==> src/rtl/hilo_muldiv_unit.sv <==
// Iterative multiply/divide unit owning the architectural HI/LO registers.
// Multiplies by shift-add, divides by restoring division, one bit per cycle.
module hilo_muldiv_unit #(
  parameter int XLEN = 32,
  parameter int ITER = 32
) (
  input  logic            clk,
  input  logic            rst,
  input  logic            op_valid,
  input  logic [2:0]      op,
  input  logic [XLEN-1:0] rs_data,
  input  logic [XLEN-1:0] rt_data,
  input  logic            mf_req,
  input  logic            flush,
  output logic [XLEN-1:0] hi_reg,
  output logic [XLEN-1:0] lo_reg,
  output logic            busy,
  output logic            stall,
  output logic            done
);

  localparam int CW = $clog2(ITER);
  localparam logic [CW-1:0] LAST = CW'(ITER - 1);

  typedef enum logic {S_IDLE, S_RUN} state_t;

  state_t            state_q;
  logic [XLEN-1:0]   hi_q, lo_q;
  logic [2*XLEN-1:0] acc_q;
  logic [XLEN-1:0]   opnd_q;
  logic [CW-1:0]     cnt_q;
  logic              is_div_q, neg_lo_q, neg_hi_q, done_q;

  logic              op_live, signed_op, op_is_div, rs_neg, rt_neg;
  logic [XLEN-1:0]   rs_mag, rt_mag;
  logic [XLEN:0]     mul_sum, div_shift, div_diff;
  logic [2*XLEN-1:0] mul_next, div_next, iter_next, prod;
  logic [XLEN-1:0]   res_hi, res_lo;

  always_comb begin
    op_live   = op_valid && (op != 3'd0) && (op != 3'd7);
    signed_op = (op == 3'd1) || (op == 3'd3);
    op_is_div = (op == 3'd3) || (op == 3'd4);
    rs_neg    = signed_op & rs_data[XLEN-1];
    rt_neg    = signed_op & rt_data[XLEN-1];
    rs_mag    = rs_neg ? -rs_data : rs_data;
    rt_mag    = rt_neg ? -rt_data : rt_data;

    // Multiply: upper half accumulates, lower half holds the shrinking multiplier.
    mul_sum  = {1'b0, acc_q[2*XLEN-1:XLEN]} + (acc_q[0] ? {1'b0, opnd_q} : '0);
    mul_next = {mul_sum, acc_q[XLEN-1:1]};

    // Divide: upper half is the partial remainder, lower half shifts dividend out / quotient in.
    div_shift = acc_q[2*XLEN-1:XLEN-1];
    div_diff  = div_shift - {1'b0, opnd_q};
    div_next  = div_diff[XLEN] ? {div_shift[XLEN-1:0], acc_q[XLEN-2:0], 1'b0}
                               : {div_diff[XLEN-1:0],  acc_q[XLEN-2:0], 1'b1};

    iter_next = is_div_q ? div_next : mul_next;
    prod      = neg_lo_q ? -iter_next : iter_next;

    if (is_div_q) begin
      res_lo = neg_lo_q ? -iter_next[XLEN-1:0] : iter_next[XLEN-1:0];
      res_hi = neg_hi_q ? -iter_next[2*XLEN-1:XLEN] : iter_next[2*XLEN-1:XLEN];
    end else begin
      res_lo = prod[XLEN-1:0];
      res_hi = prod[2*XLEN-1:XLEN];
    end
  end

  always_ff @(posedge clk or posedge rst) begin
    if (rst) begin
      state_q  <= S_IDLE;
      hi_q     <= '0;
      lo_q     <= '0;
      acc_q    <= '0;
      opnd_q   <= '0;
      cnt_q    <= '0;
      is_div_q <= 1'b0;
      neg_lo_q <= 1'b0;
      neg_hi_q <= 1'b0;
      done_q   <= 1'b0;
    end else begin
      done_q <= 1'b0;
      case (state_q)
        S_IDLE: begin
          if (op_live && !flush) begin
            case (op)
              3'd5: hi_q <= rs_data;
              3'd6: lo_q <= rs_data;
              default: begin
                is_div_q <= op_is_div;
                acc_q    <= op_is_div ? {{XLEN{1'b0}}, rs_mag} : {{XLEN{1'b0}}, rt_mag};
                opnd_q   <= op_is_div ? rt_mag : rs_mag;
                // A zero divisor yields an all-ones quotient and the raw dividend as remainder.
                neg_lo_q <= op_is_div ? ((rs_neg ^ rt_neg) & (rt_data != '0)) : (rs_neg ^ rt_neg);
                neg_hi_q <= op_is_div ? rs_neg : (rs_neg ^ rt_neg);
                cnt_q    <= '0;
                state_q  <= S_RUN;
              end
            endcase
          end
        end
        S_RUN: begin
          if (flush) begin
            state_q <= S_IDLE;
          end else begin
            acc_q <= iter_next;
            cnt_q <= cnt_q + 1'b1;
            if (cnt_q == LAST) begin
              hi_q    <= res_hi;
              lo_q    <= res_lo;
              done_q  <= 1'b1;
              state_q <= S_IDLE;
            end
          end
        end
      endcase
    end
  end

  assign hi_reg = hi_q;
  assign lo_reg = lo_q;
  assign busy   = (state_q == S_RUN);
  assign done   = done_q;
  assign stall  = busy & (mf_req | op_live);

endmodule

==> config.mk <==
export PLATFORM = sky130hd
export DESIGN_NAME = hilo_muldiv_unit
export DESIGN_NICKNAME = d
export VERILOG_FILES = /design/src/rtl/hilo_muldiv_unit.sv
export SDC_FILE = /design/constraint.sdc
export NUM_CORES = 1
export LEC_CHECK = 0
export CAP_MARGIN = 20
export CORE_MARGIN = 2
export CORE_UTILIZATION = 60
export DETAILED_ROUTE_END_ITERATION = 16
export PLACE_DENSITY = 0.91
export RECOVER_POWER = 100
export SYNTH_ARGS = -nofsm -noshare
export SYNTH_HDL_FRONTEND = slang
export SYNTH_SLANG_ARGS = --single-unit
==> constraint.sdc <==
create_clock -name clk -period 11.8 [get_ports clk]
set_input_delay 2.95 -clock clk [delete_from_list [all_inputs] [get_ports clk]]
set_output_delay 2.95 -clock clk [all_outputs]
set_load 0.03 [all_outputs]
==> impl_results.md, run 1 <==
- Switching power: 2.49 mW
- CTS Buf Count: 17
- Routed WL per cell: roughly 23 um
- R2R Setup Slk: 3700 ps
- Setup crit start: op[1]
- Final worst-path cycle share: 0.763
- Total internal power: between 2 and 2.5 mW
- Tmin final: 9000 ps
- RSZ-0062 raised after global routing: no
- Final WS setup: around 2800 ps
- Post-cts sizing count: 0
- Slew Viols, Final: 367
- Most common cell after layout, fill and taps aside: nand2_1
- Synthesized Nets: about 2,200
- FF/Latch Area: 4260 sq um
- Filler instances: 2,077
- Peak Freq: 111 MHz
- Critical Path End Type: flop
- Detail-routed via count per cell: 6.87
- Syn Std Cell Area: ~16,000 sq um
- H-Tree Depth: 4
- Input/output buffers: around 140
- Final cell count without fillers: 2,473
- Max FFs per register: 64
- Max-cap violations: 7
- GPL Wtd Cong: 1.01
- CP Launch Type: input pin
- Worst Hold Depth: 2
- Synth warn: 0
- R2R Path Start: busy$_DFF_PP0_
- Initial Utilization: 0.615
- Logic gate share of total power: 0.662
- Post-CTS Hold Buffers: 0
- # rows: 58
- Nets: 2,274
- Vias in the first global route: 15,600
- Power Density: roughly 270 nW/um^2
- Setup TNS: 0 ps
- Commonest non-fill, non-tap cells in the layout: nand2_1, a21oi_1, o21ai_0
- Clock share of power: 0.124
- CORE AREA: ~25,000 sq um
- Worst r2r dst: acc_q[21]$_DFFE_PP0P_
- Final Hold Viols: 0
- Worst-path clk slew: roughly 70 ps
- Worst Skew: 23.9 ps
- Die Area: 27,300 sq um
- CP cell instances: dlygate4sd3_1 -> or3_1 -> nand3_1 -> clkbuf_1 -> nand2_1 -> clkbuf_1 -> nor2_1 -> a21oi_1
- Layout cells sized above 1: 0.0364
- Hold WC Path Type: reg -> reg
- GRT Overall Usage: 0.412
- Pre-Repair DR Iteration Count: 8
- Beginning of the worst hold path: lo_reg[20]$_DFFE_PP0P_
- Setup-failing EPs final: 0
- Setup Fix Bufs, Post-CTS: 0
- Area delta synth->final: 13.0%
- Cells after synthesis: 2,074
- IO Pins: 139
- CTS Sinks: 170
- Pleak: 7.51 nW
- Primary FF master, synth: dfrtp_1
- Async S/R FF share, synth: 1.00
- Die Width: ~170 um
- DP Worst Slack: approximately 4100 ps
- Worst-case clock buffer depth: 2
- Critical-path top delay cell: clkbuf_1
- Sequential power share: 0.215
- Drt total wl: 56,400 um
- First-pass GRT wire length: roughly 86,000 um
- Initial antenna violation count: 1
- CTS root buf: clkbuf_16
- Placed insts: roughly 2,400
- Biggest register: acc_q
- Netlist cell types: just under 80
- ANT nets after route: 0
- Status: finished with violations
- Post-synth EDFFs: 0
- CP max stage delay: 2500 ps
- Crit-path max FO: 65
- Register area share after synthesis: 0.273
- Crit Path Class: in -> reg
- Chip Height: 165 um
- Critical Path Most Common Cell: clkbuf_1
- VDD IR max: 0.153 mV
- Net Sw Frac: 0.532
- Area of the multi-input gates: 10,600 sq um
- Crit path capture: acc_q[21]$_DFFE_PP0P_
- Initial drt markers: around 2,400
- WP data required: 12,010 ps
- Routed via count: around 17,000
- Post-DP HPWL: 42,200 um
- Violated checks: max-capacitance violations, max-slew violations
- Worst slew margin: -1.36
- Largest net degree at the start of global routing: 74
- Worst Max-Slew Pin Slew: 3550 ps
- Arrival time at the worst endpoint: 9220 ps
- Worst reg2reg path depth: 10
- Number of synthesized register bits: 170
- Synth Area per Inst: between 7 and 8 sq um
- Ant. Diodes: 0
- Remaining DRCs: 0
- Grt ovf: 0
- Worst-Skew Late Latency: 460 ps
- CTS tree: built
## worst max-delay path: cells and delay by family
family,cells,cell delay [ps]
compound gates,1,70
simple gates,4,1900
buf+inv,3,4260
## Yosys cell counts, drive strengths merged (6+ instances only)
master / n / share of area
xnor2: 91 / 0.051
nand2b: 16 / 0.0064
mux2: 14 / 0.010
o31ai: 25 / 0.012
nand4: 27 / 0.011
and4: 9 / 0.0051
or3: 10 / 0.0040
a21boi: 8 / 0.0039
nand2: 248 / 0.060
clkbuf: 101 / 0.024
nand3: 58 / 0.019
a21oi: 233 / 0.075
inv: 68 / 0.016
o21ai: 228 / 0.074
xor2: 80 / 0.045
nor3: 36 / 0.012
nand3b: 6 / 0.0029
dfrtp: 170 / 0.27
nor2: 179 / 0.043
a211oi: 38 / 0.019
a21o: 30 / 0.014
buf: 20 / 0.0055
a221oi: 8 / 0.0049
mux2i: 50 / 0.032
a31oi: 25 / 0.010
a22oi: 32 / 0.015
o211ai: 20 / 0.010
and2: 39 / 0.016
nor4: 13 / 0.0056
nor2b: 17 / 0.0068
o21a: 8 / 0.0039
ha: 70 / 0.056
and3: 19 / 0.0076
## metal layers
| layer | global-route usage | part of all wire | routed length [um] | vias to the layer above |
|---|---|---|---|---|
| li1 | - | - | - | 7586 |
| met1 | 0.552 | 0.39 | 21800 | 7909 |
| met2 | 0.612 | 0.43 | 24000 | 1245 |
| met3 | 0.0849 | 0.12 | 6770 | 239 |
| met4 | 0.247 | 0.067 | 3790 | 2 |
| met5 | 0 | 0.00020 | 11 | - |
## power by group through the flow
stage          Clock [mW]  Combinational, mW  Sequential (mW)
6_report            0.579               3.10             1.01
5_1_grt             0.601               3.35             1.02
4_1_cts             0.576               3.05            0.997
3_5_place_dp            0               3.02             1.01
3_3_place_gp            0               2.96            0.997
2_1_floorplan           0               2.07             1.05
## final cells by class
class                      count  share of cell area
sequential                   170               0.242
timing repair buffer         158              0.0855
tap                          330              0.0234
inverter                      69              0.0148
clock buffer                  19              0.0252
clock inverter                13             0.00824
multi-input combinational   1714               0.601
## per-stage QoR
| step | hold slack, ps | util | total power [mW] | cell area, sq um |
|---|---|---|---|---|
| 2_1_floorplan | 478 | - | 3.12 | 15600 |
| 3_3_place_gp | 462 | 0.674 | 3.96 | 17100 |
| 3_5_place_dp | 470 | 0.674 | 4.03 | 17100 |
| 4_1_cts | 485 | 0.698 | 4.62 | 17700 |
| 5_1_grt | 503 | 0.695 | 4.97 | 17600 |
| 6_report | 475 | 0.695 | 4.69 | 17600 |
## kinds of logic after synthesis
group	Yosys count	share of synthesized area
simple gates	700	0.212
fa+ha+maj	72	0.0588
mux	64	0.0422
compound gates	707	0.272
buf+inv	190	0.0465
flops	170	0.273
xor+xnor	171	0.0961
## worst min path at each step
stage	endpoint	slack [ps]
6_report	lo_reg[20]$_DFFE_PP0P_	470
5_1_grt	lo_reg[28]$_DFFE_PP0P_	500
4_1_cts	hi_reg[1]$_DFFE_PP0P_	480
3_5_place_dp	hi_reg[1]$_DFFE_PP0P_	470
3_3_place_gp	hi_reg[9]$_DFFE_PP0P_	460
2_1_floorplan	opnd_q[1]$_DFFE_PP0P_	480
(Power assumes the default switching activity.)
==> run 2: changes to the inputs <==
==> constraint.sdc (replaced) <==
create_clock -name clk -period 9.15 [get_ports clk]
set_input_delay 2.2875 -clock clk [delete_from_list [all_inputs] [get_ports clk]]
set_output_delay 2.2875 -clock clk [all_outputs]
set_load 0.03 [all_outputs]
==> run 2 against run 1 <==
Net effect: the flow still finishes with violations (max-capacitance violations, max-slew violations); cell area rose by 0.27%; highest routed layer unchanged; largest cell class unchanged; combinational power rose by 29%; first-iteration DRC count fell by 7.6%; worst hold slack improved by 2.4 ps; worst setup slack got worse by 1300 ps.
==> impl_results.md, run 2 (same netlist as run 1, synthesis figures left out) <==
- Max-cap violations: 6 (-1)
- CTS root buf: clkbuf_16
- CP bufs+invs: 3 (unchanged)
- Critical-path top delay cell: clkbuf_1
- Initial antenna violation count: 3 (+2)
- GPL Wtd Cong: 1.02 (+0.15%)
- Finished Cell Area: 17,700 sq um (+0.27%)
- RSZ-0062 raised after global routing: no
- Dpl cell area: 17,100 sq um (unchanged)
- Routed via count: 16,900 (-0.32%)
- H-Tree Depth: 4 (unchanged)
- Detail-routed via count per cell: 6.84 (-0.40%)
- Layout cells sized above 1: 0.0387 (+0.00232)
- Worst Skew: 16.9 ps (-6.99 ps)
- Worst-Skew Late Latency: 450 ps (about the same)
- Slew Viols, Final: 329 (-10%)
- Switching power: 3.23 mW (+30%)
- IO Pins: 139 (unchanged)
- Remaining DRCs: 0 (unchanged)
- First-pass GRT wire length: 87,300 um (+0.99%)
- CTS Sinks: 170 (unchanged)
- Arrival time at the worst endpoint: 7980 ps (-1240 ps)
- Die Area: 27,300 sq um (unchanged)
- ANT nets after route: 0 (unchanged)
- Logic gate share of total power: 0.660 (-0.002)
- GRT Overall Usage: 0.415 (+0.00325)
- Pre-Repair DR Iteration Count: 7 (-1)
- Setup-failing EPs final: 0 (unchanged)
- Total internal power: 2.82 mW (+28%)
- FF/Latch Area: 4260 sq um (unchanged)
- CTS tree: built
- Worst-case clock buffer depth: 2 (unchanged)
- Initial Utilization: 0.615 (unchanged)
- Vias in the first global route: 15,700 (+0.42%)
- Worst Max-Slew Pin Slew: 3750 ps (+206 ps)
- Die Width: 165 um (unchanged)
- Peak Freq: ~130 MHz
- Input/output buffers: 138 (unchanged)
- Sequential power share: 0.218 (+0.003)
- Setup Fix Bufs, Post-CTS: 0 (unchanged)
- CP Launch Type: input pin
- Hold WC Path Type: reg -> reg
- Grt ovf: 0 (unchanged)
- Crit-path max FO: 65 (unchanged)
- Max FFs per register: 64 (unchanged)
- Power Density: 343 nW/um^2 (+29%)
- Area delta synth->final: 13.3%
- Clock share of power: 0.122 (-0.002)
- Net Sw Frac: 0.534 (+0.00230)
- CTS Buf Count: 17 (unchanged)
- Largest net degree at the start of global routing: 77 (+4.1%)
- Biggest register: acc_q
- Area of the multi-input gates: 10,600 sq um (about the same)
- Chip Height: 165 um (unchanged)
- # rows: 58 (unchanged)
- Nets: 2,275 (+0.044%)
- Crit Path Class: in -> reg
- WP data required: 9470 ps (-2540 ps)
- Routed WL per cell: 23.1 um (+1.2%)
- Initial drt markers: 2,254 (-7.6%)
- Status: finished with violations
- Worst Hold Depth: 2 (unchanged)
- Critical Path End Type: flop
- WP depth: 7 (-1)
- VDD IR max: 0.172 mV (+12%)
- Worst reg2reg path depth: 9 (-1)
- Final worst-path cycle share: 0.837
- Post-DP HPWL: 42,600 um (+0.79%)
- CP cell instances: dlygate4sd3_1 -> or3_1 -> nand3_2 -> clkbuf_1 -> nand2_1 -> buf_12 -> o22a_1
- Post-CTS Hold Buffers: 0 (unchanged)
- Violated checks: max-capacitance violations, max-slew violations
- Worst-path clk slew: 80 ps (about the same)
- Commonest non-fill, non-tap cells in the layout: nand2_1, a21oi_1, o21ai_0
- CP max stage delay: 2620 ps (+120 ps)
- Tmin final: ~7700 ps
- Setup TNS: 0 ps (unchanged)
- CORE AREA: 25,300 sq um (unchanged)
- Final Hold Viols: 0 (unchanged)
- Delay-heaviest family, CP: buffers and inverters
- Pleak: 7.53 nW (+0.25%)
- Most common cell after layout, fill and taps aside: nand2_1
- Post-cts sizing count: 0 (unchanged)
- Filler instances: 2,062 (-0.72%)
- Worst slew margin: -1.50 (-0.138)
- Drt total wl: 57,100 um (+1.3%)
## run 2: power by group through the flow
stage          clock (mW)  sequential [mW]  combinational, mW
2_1_floorplan           0             1.35               2.67
3_3_place_gp            0             1.31               3.82
6_report            0.737             1.32               4.00
4_1_cts             0.730             1.31               3.92
5_1_grt             0.764             1.34               4.32
3_5_place_dp            0             1.32               3.89
## run 2: worst paths after layout
kind	start	endpoint	slack, ps
setup / recovery	op[1]	acc_q[0]$_DFFE_PP0P_	1490
hold / removal	lo_reg[7]$_DFFE_PP0P_	lo_reg[7]$_DFFE_PP0P_	480
setup reg to reg	busy$_DFF_PP0_	acc_q[0]$_DFFE_PP0P_	2010
hold reg to reg	lo_reg[7]$_DFFE_PP0P_	lo_reg[7]$_DFFE_PP0P_	480
max in group asynchronous	rst	opnd_q[27]$_DFFE_PP0P_	2190
min in group asynchronous	rst	lo_reg[4]$_DFFE_PP0P_	3180
## run 2: layout make-up
type | instances | share of cell area
antenna | 1 | 0.000142
multi-input combinational | 1714 | 0.600
sequential | 170 | 0.241
timing repair buffer | 159 | 0.0879
clock buffer | 19 | 0.0257
inverter | 69 | 0.0147
tap | 330 | 0.0234
clock inverter | 13 | 0.00737
## run 2: through the flow
stage	hold slack [ps]	std cells	worst slack (ps)	util	power (mW)
3_3_place_gp	459	2439	2740	0.674	5.12
3_5_place_dp	470	2439	2720	0.674	5.21
6_report	477	2475	1490	0.697	6.05
2_1_floorplan	478	2074	2260	-	4.02
4_1_cts	486	2471	2710	0.697	5.96
5_1_grt	502	2474	1330	0.697	6.42
## run 2: worst min-delay path: cells and delay by family (launching register included)
family / cells / cell delay [ps]
DFF: 1 / 340
and+or+nand+nor: 1 / 40
AOI/OAI and AO/OA: 1 / 60
## run 2: per-layer routing
layer  vias to the layer above  wire length (um)  GRT usage
li1                       7583                 -          -
met1                      7880             22300      0.563
met2                      1209             24000      0.610
met3                       251              6950     0.0979
met4                         4              3790      0.228
met5                         -                23          0
